**src/rtl/instr_mem_server_pkg.sv**
```systemverilog
// Shared widths, NOP encoding, FSM state encoding and read-pipe payload for the instruction memory.
package instr_mem_server_pkg;

  localparam int unsigned ADDR_W = 8;
  localparam int unsigned DATA_W = 16;
  localparam int unsigned DEPTH  = 1 << ADDR_W;

  localparam logic [DATA_W-1:0] NOP = 16'h0000;

  typedef enum logic {
    ST_LOAD = 1'b0,
    ST_RUN  = 1'b1
  } state_e;

  typedef struct packed {
    logic              valid;
    logic [DATA_W-1:0] data;
  } rd_beat_t;

endpackage

```
**src/rtl/instr_mem_server_if.sv**
```systemverilog
// Fetch and program-load signals between the fetch stage / loader and the instruction memory.
interface instr_mem_server_if;
  import instr_mem_server_pkg::*;

  logic              fetch_req;
  logic [ADDR_W-1:0] instr_addr;
  logic [DATA_W-1:0] instr;
  logic              instr_valid;
  logic              load_en;
  logic [ADDR_W-1:0] load_addr;
  logic [DATA_W-1:0] load_data;
  logic              load_done;
  logic              ready;
  logic              load_err;

  modport master (
    output fetch_req, instr_addr, load_en, load_addr, load_data, load_done,
    input  instr, instr_valid, ready, load_err
  );

  modport slave (
    input  fetch_req, instr_addr, load_en, load_addr, load_data, load_done,
    output instr, instr_valid, ready, load_err
  );

endinterface

```
**src/rtl/instr_mem_rd_pipe.sv**
```systemverilog
// READ_LAT-deep {valid, data} delay line; instr only updates when a valid beat emerges.
module instr_mem_rd_pipe
  import instr_mem_server_pkg::*;
#(
  parameter int unsigned READ_LAT = 1
) (
  input  logic              clk,
  input  logic              rst,
  input  rd_beat_t          in_beat,
  output logic [DATA_W-1:0] instr,
  output logic              instr_valid
);

  rd_beat_t tail_c;

  if (READ_LAT < 1 || READ_LAT > 4) begin : g_bad_lat
    $error("instr_mem_rd_pipe: READ_LAT must be 1..4");
  end

  // Intermediate stages; the output register supplies the final cycle of latency.
  if (READ_LAT > 1) begin : g_stages
    rd_beat_t stage_q [READ_LAT-1];

    always_ff @(posedge clk) begin
      if (rst) begin
        for (int i = 0; i < int'(READ_LAT) - 1; i++) stage_q[i] <= '0;
      end else begin
        stage_q[0] <= in_beat;
        for (int i = 1; i < int'(READ_LAT) - 1; i++) stage_q[i] <= stage_q[i-1];
      end
    end

    assign tail_c = stage_q[READ_LAT-2];
  end else begin : g_direct
    assign tail_c = in_beat;
  end

  always_ff @(posedge clk) begin
    if (rst) begin
      instr_valid <= 1'b0;
      instr       <= NOP;
    end else begin
      instr_valid <= tail_c.valid;
      if (tail_c.valid) instr <= tail_c.data;
    end
  end

endmodule

```
**src/rtl/instr_mem_server.sv**
```systemverilog
// Instruction memory responder: program load in LOAD, fixed-latency fetch responses in RUN.
module instr_mem_server
  import instr_mem_server_pkg::*;
#(
  parameter int unsigned READ_LAT = 1
) (
  input  logic               clk,
  input  logic               rst,
  instr_mem_server_if.slave  bus
);

  state_e            state_q;
  state_e            state_d;
  logic              wr_en_c;
  logic              accept_c;
  logic              err_set_c;
  logic              load_err_q;
  logic [DEPTH-1:0]  written_q;
  logic [DATA_W-1:0] mem [DEPTH];
  rd_beat_t          rd_beat_c;

  always_ff @(posedge clk) begin
    if (rst) state_q <= ST_LOAD;
    else     state_q <= state_d;
  end

  // RUN is only left through reset.
  always_comb begin
    state_d = state_q;
    if (state_q == ST_LOAD && bus.load_done) state_d = ST_RUN;
  end

  always_comb begin
    wr_en_c   = 1'b0;
    accept_c  = 1'b0;
    err_set_c = 1'b0;
    case (state_q)
      ST_LOAD: wr_en_c = bus.load_en;
      ST_RUN: begin
        accept_c  = bus.fetch_req;
        err_set_c = bus.load_en;
      end
      default: ;
    endcase
  end

  always_ff @(posedge clk) begin
    if (wr_en_c) mem[bus.load_addr] <= bus.load_data;
  end

  always_ff @(posedge clk) begin
    if (rst) begin
      written_q  <= '0;
      load_err_q <= 1'b0;
    end else begin
      if (wr_en_c)   written_q[bus.load_addr] <= 1'b1;
      if (err_set_c) load_err_q <= 1'b1;
    end
  end

  // Unwritten words read as NOP so stale array contents never leak after a reset.
  always_comb begin
    rd_beat_c.valid = accept_c;
    rd_beat_c.data  = written_q[bus.instr_addr] ? mem[bus.instr_addr] : NOP;
  end

  instr_mem_rd_pipe #(.READ_LAT(READ_LAT)) u_rd_pipe (
    .clk         (clk),
    .rst         (rst),
    .in_beat     (rd_beat_c),
    .instr       (bus.instr),
    .instr_valid (bus.instr_valid)
  );

  assign bus.ready    = (state_q == ST_RUN);
  assign bus.load_err = load_err_q;

endmodule

```
**src/flat_wrapper.sv**
```systemverilog
// flat-port wrapper written by rule: the top's interface ports become plain ports
module instr_mem_server_flat import instr_mem_server_pkg::*;
#(
  parameter int unsigned READ_LAT = 1
)
  (clk, rst, bus_fetch_req, bus_instr_addr, bus_load_en, bus_load_addr, bus_load_data, bus_load_done, bus_instr, bus_instr_valid, bus_ready, bus_load_err);
  instr_mem_server_if bus_i ();
  input  logic clk;
  input  logic rst;
  input wire logic [$bits(bus_i.fetch_req)-1:0] bus_fetch_req;
  input wire logic [$bits(bus_i.instr_addr)-1:0] bus_instr_addr;
  input wire logic [$bits(bus_i.load_en)-1:0] bus_load_en;
  input wire logic [$bits(bus_i.load_addr)-1:0] bus_load_addr;
  input wire logic [$bits(bus_i.load_data)-1:0] bus_load_data;
  input wire logic [$bits(bus_i.load_done)-1:0] bus_load_done;
  output wire logic [$bits(bus_i.instr)-1:0] bus_instr;
  output wire logic [$bits(bus_i.instr_valid)-1:0] bus_instr_valid;
  output wire logic [$bits(bus_i.ready)-1:0] bus_ready;
  output wire logic [$bits(bus_i.load_err)-1:0] bus_load_err;
  assign bus_i.fetch_req = bus_fetch_req;
  assign bus_i.instr_addr = bus_instr_addr;
  assign bus_i.load_en = bus_load_en;
  assign bus_i.load_addr = bus_load_addr;
  assign bus_i.load_data = bus_load_data;
  assign bus_i.load_done = bus_load_done;
  assign bus_instr = bus_i.instr;
  assign bus_instr_valid = bus_i.instr_valid;
  assign bus_ready = bus_i.ready;
  assign bus_load_err = bus_i.load_err;
  instr_mem_server #(.READ_LAT(READ_LAT)) u_core (.clk(clk), .rst(rst), .bus(bus_i));
endmodule
```
**config.mk**
```make
export PLATFORM = sky130hd
export DESIGN_NAME = instr_mem_server_flat
export DESIGN_NICKNAME = d
export VERILOG_FILES = /design/src/rtl/instr_mem_server_pkg.sv /design/src/rtl/instr_mem_server_if.sv /design/src/rtl/instr_mem_rd_pipe.sv /design/src/rtl/instr_mem_server.sv /design/src/flat_wrapper.sv
export SDC_FILE = /design/constraint.sdc
export NUM_CORES = 2
export LEC_CHECK = 0
export CAP_MARGIN = 10
export CORE_MARGIN = 4
export CORE_UTILIZATION = 43
export DETAILED_ROUTE_END_ITERATION = 16
export DONT_BUFFER_PORTS = 1
export HOLD_SLACK_MARGIN = 0.12
export PLACE_DENSITY_LB_ADDON = 0.15
export SLEW_MARGIN = 20
export SYNTH_ARGS = -nofsm -noshare
export SYNTH_HDL_FRONTEND = slang
export SYNTH_SLANG_ARGS = --single-unit
```
**constraint.sdc**
```tcl
create_clock -name clk -period 3.5 [get_ports clk]
set_input_delay 0.35 -clock clk [delete_from_list [all_inputs] [get_ports clk]]
set_output_delay 0.35 -clock clk [all_outputs]
set_load 0.03 [all_outputs]
```
== After elaboration in Yosys (flattened, before gate mapping) ==
Memories as Yosys holds them, arrays and structs flattened.
Cells that the tools add are included.
W data, S select, Z words.

* Input port bits: 37
* Word-level logic and storage cells: 23
* Output and inout port bits: 19
* Memories: 1
* Latch bits: 0
* Register bits: 275
* ROM bits: 0
* RAM bits: 4096

* Mux-type cells: 10
* Multiply operators: 0
* Magnitude comparators: 3
* Equal/unequal tests: 0
* Add/subtract/negate cells: 0
* Reduce and logical (&&, ||, !) cells: 2
* Div/mod/pow operators: 0
* Shift-type cells: 0
* Bitwise logic cells: 2

{| class="wikitable"
|+ Memories
! memory !! words !! width !! rd ports !! clocked after Yosys merged registers in !! wr ports !! line !! text
|-
| u_core.mem || 256 || 16 || 1 || 0 || 1 || instr_mem_server.sv:19 || <nowiki>logic [DATA_W-1:0] mem [DEPTH];</nowiki>
|}

{| class="wikitable"
|+ Operators by type and width
! cell !! number
|-
| $or A256 B256 Y256 || 1
|-
| $lt A8 B9 Y1 const B || 2
|-
| $mux W16 || 1
|-
| $bmux W1 S8 || 1
|-
| $demux W1 S8 || 1
|-
| $ge A8 B1 Y1 const B || 1
|-
| $mux W1 || 7
|-
| $logic_and A1 B1 Y1 || 2
|-
| $not A1 Y1 || 1
|}

== Depth between registers and ports, before layout ==
* Depth after elaboration: 5
* Mapped depth: 14
* Mapped depth without buffers: 7

== Cells and area by module ==
Synthesis repeated with hierarchy kept, for this count alone.

* Cells, all modules: 8691
* Area, all modules: 169002.1 µm²

{| class="wikitable"
|+ Modules (own cells, without submodules)
! module !! sequential area each (µm²) !! instances !! cells each !! area each (µm²)
|-
| instr_mem_server || 128162.9 || 1 || 8637 || 168394.0
|-
| instr_mem_rd_pipe || 340.3 || 1 || 54 || 608.1
|}

== Least setup slack after synthesis ==
Ideal clock, no wire load.

* Path type: input to register
* From: input bus_instr_addr[0]
* To: register u_core.u_rd_pipe.instr[8]
* Cell stages on the path: 10
* Setup slack: 726 ps
* Buffers on the path: 4
* Setup time: 120 ps
* Arrival: 2653 ps
* Data required time: 3380 ps
* Path through: buf_6 > buf_8 > buf_6 > buf_4 > mux4_2 > a22oi_1 > a21oi_1 > or4_2 > o21ai_0 > o41ai_1

* Cells in the longest elaborated chain, start to end: 3
* Elaborated cells between the ends (all ways): 4
* Those cells by class: 3 x mux; 1 x memory

{| class="wikitable"
|+ RTL lines
! item !! line !! text
|-
| from (decl) || flat_wrapper.sv:11 || <nowiki>input wire logic [$bits(bus_i.instr_addr)-1:0] bus_instr_addr;</nowiki>
|-
| $bmux W1 S8 || instr_mem_server.sv:64 || <nowiki>rd_beat_c.data = written_q[bus.instr_addr] ? mem[bus.instr_addr] : NOP;</nowiki>
|-
| $mux W1 (not written as such) || instr_mem_server.sv:64 ||
|-
| $mux W16 * || instr_mem_server.sv:64 ||
|-
| to (signal assigned) || instr_mem_rd_pipe.sv:44 || <nowiki>if (tail_c.valid) instr <= tail_c.data;</nowiki>
|-
| to (decl) || instr_mem_rd_pipe.sv:10 || <nowiki>output logic [DATA_W-1:0] instr,</nowiki>
|}

Mark *: on every way between the ends. The rest lies on a longest branch, timed or not. The select of a mux whose other input is x is not followed.
A chain may end at the register's enable or synchronous reset.

== Worst setup path in the final report ==
* From: input bus_instr_addr[2]
* To: register u_core.u_rd_pipe.instr[0]

The elaborated chain is that of the path after synthesis.

==> impl_results.md <==
* Outcome: complete, but fails checks
* Failing checks: negative setup slack
* Core area at 392,000 µm²
* Post-synth top flop: edfxtp_1
* Largest cells by area after synthesis: edfxtp_1 73%, mux4_2 10%, dfxtp_1 3.3%
* Min Hold Slack at 0.125 ns
* Final Worst Setup Slack at -0.00366 ns
* Worst hold path type: primary input to flop
* GRT overflow at 0
* Combinational power share at 0.055
* Actual slew at the worst max-slew pin at 1.16 ns
* Leak at around 65 nW
* Rel. slew slack at 0.210
* Layout cells sized above 1 at 0.274
* Iteration-0 DRC Markers at 11.4k
* Cell-internal power at 86.9 mW
* Nets at between 9k and 10k
* Die height at between 600 and 700 µm
* DP Area at 180,000 µm²
* Critical path arrival at 4.43 ns
* Largest net degree at the start of global routing at 669
* Die area at 403,000 µm²
* Mapped Avg Cell Area at 20.0 µm²
* Starting Density at 0.431
* #FFs+latches synth at 4,371
* Clock group share of total power at 0.430
* Clock slew at reported path FFs at 0.06 ns
* Sequential-to-total area share from yosys stat at 0.760
* Leading area contributor after synthesis: edfxtp_1
* CTS Sinks at 4,371
* Port buffer count at 0
* Vias in the first global route at 89.8k
* Count of final hold-check violations at 0
* WL/cell at 35.8 µm
* Die X at 635 µm
* Clk_lat worst skew at about 0.99 ns
* Critical path fanouts, max at 60
* Switching Fraction at 0.218
* Worst Skew at 0.0449 ns
* Rows at 230
* Via count at around 91k
* FILL cells at 31.7k
* Total power after layout at 111 mW
* FFs w/ async S/R, synth at 0
* Clock buffer depth at 4
* GPL Wtd Cong at 0.859
* Most frequent cells in the layout: 4,096 x edfxtp_1, 786 x mux4_2, 774 x buf_4
* DRT antenna net count at 0
* RSZ-0062 raised after global routing: no
* Global-route wire length before repair at 740,000 µm
* Commonest non-fill, non-tap cell in the layout: edfxtp_1
* Final wirelength at 541,000 µm
* Area share of the largest cell type after synthesis at 0.727
* Final worst path period share at 1.00
* Via/cell ratio at 6.06
* Max-Cap Viols at 0
* Pwr per Cell Area at 562 nW/µm²
* # DRC at 0
* IO Pins at 56
* Netlist area before placement at between 150,000 and 200,000 µm²
* Layout area overhead at 17.0%
* EDFF count, synth at 4,096
* Root Buffer: clkbuf_16
* Worst setup EP type: flop
* Post-route cell area at between 150,000 and 200,000 µm²
* Worst VDD drop at 0.000480 V
* Worst setup SP type: primary input
* Post-place setup slack at -0.723 ns
* Data required, critical path at around 4.4 ns
* Num CTS Buffers at 453
* Final slew viol count at 0
* Netlist cell types at 90
* FMAX at 285 MHz
* Sequential share of power at 0.515
* GRT Resource Usage Total at 0.260
* HPWL Detailed at 309,000 µm
* Worst setup path class: primary input to flop
* Pre-Repair DR Iteration Count at 6
* H-tree levels at 5
* Switching Power at 24.3 mW
* TritonCTS clock tree: done
* Mapped Nets at 8,489
* Cells after synthesis at 8,452
* Synth Warn # at 0
* Final setup vio count at 1
* Crit path time final at ~3.5 ns
* Initial antenna violation count at 38
[cell type report]
cell class	count	area (µm²)	share of cell area
well taps	5220	6530	0.0330
repair buffers	1049	10400	0.0524
flip-flops and latches	4371	129000	0.649
clock inverters	239	2260	0.0114
multi-input cells	3574	37700	0.190
inverters	6	33.8	0.000171
diodes	27	67.6	0.000341
clock buffers	613	12500	0.0629
[power by group through the flow]
| stage | Combinational (mW) | Sequential [mW] | Clock [mW] |
|---|---|---|---|
| after floorplan | 2.79 | 58.3 | 0 |
| after global placement | 4.51 | 58.3 | 0 |
| after detailed placement | 4.51 | 58.3 | 0 |
| after CTS | 5.64 | 57.3 | 48.6 |
| after global routing | 6.27 | 57.2 | 50.8 |
| final | 6.08 | 57.2 | 47.8 |
[routing by layer]
metal  routed length, µm  GRT usage
met5                  27          0
met4               21300     0.0908
met3               42400     0.0411
met2              259000      0.419
met1              218000      0.362
[cell usage after synthesis (22+ instances only)]
| cell type | instances |
|---|---|
| nand2_1 | 273 |
| o21ba_2 | 30 |
| mux4_2 | 785 |
| a211oi_1 | 40 |
| mux4_1 | 92 |
| mux2i_1 | 463 |
| buf_4 | 63 |
| and3_1 | 27 |
| nor3_1 | 73 |
| a21oi_1 | 103 |
| o21ai_0 | 100 |
| buf_8 | 39 |
| a31oi_1 | 22 |
| nor2b_1 | 27 |
| nor2_1 | 790 |
| dfxtp_1 | 275 |
| edfxtp_1 | 4096 |
| buf_2 | 109 |
| buf_6 | 88 |
| clkbuf_1 | 152 |
| nand3_1 | 52 |
| o22ai_1 | 173 |
| o221ai_1 | 135 |
| a22oi_1 | 73 |
[registers in the layout, summed over array words and instances (netlist names)]
signal and cells:
u_core.u_rd_pipe.instr_valid 1, u_core.bus.ready 1, u_core.bus.load_err 1, u_core.u_rd_pipe.instr 16
u_core.written_q 256, u_core.mem 4096
[timing repair]
item                                    in CTS  in global routing
resized for setup                            0                  5
endpoints found under the setup margin       0                 10
buffers inserted                             0                  0
hold endpoints to repair                  4564                  3
hold buffers                               148                  2
[logic make-up (layout without fill, tap and decap cells)]
group           Yosys count  count (layout)  share of synthesized area
compound gates          858             858                     0.0367
simple gates           1359            1359                     0.0341
buf+inv                 507            1907                     0.0218
other cells               0              27                          0
flops                  4371            4371                      0.760
mux                    1357            1357                      0.147
[worst paths after layout]
check | start | to | slack [ns] | depth (start not counted)
setup reg to reg | u_core.bus.ready | u_core.written_q[112] | 0.06 | 12
hold reg to reg | u_core.written_q[221] | u_core.written_q[221] | 0.46 | 2
setup / recovery | bus_instr_addr[2] | u_core.u_rd_pipe.instr[0] | -0.004 | 12
hold / removal | bus_instr_addr[2] | u_core.u_rd_pipe.instr[10] | 0.13 | 5
[metrics by stage]
stage	setup TNS [ns]	utilization	std cells
detailed placement	-7.14	0.460	14037
global route	0	0.505	15083
global placement	-7.46	0.460	14036
CTS	0	0.502	15037
floorplan	0	-	8452
finish	-0.00366	0.505	15099
[critical path: stages]
cell and delay (ns):
buf_16 0.40, buf_16 0.45, nand2b_4 0.12, buf_12 0.19
o22ai_1 0.51, a2111o_1 0.20, a31oi_1 0.12, or3b_2 0.50
a32o_1 0.25, buf_12 0.17, o41ai_2 0.33, dlygate4sd3_1 0.59
Power figures use the tool's default switching activity.
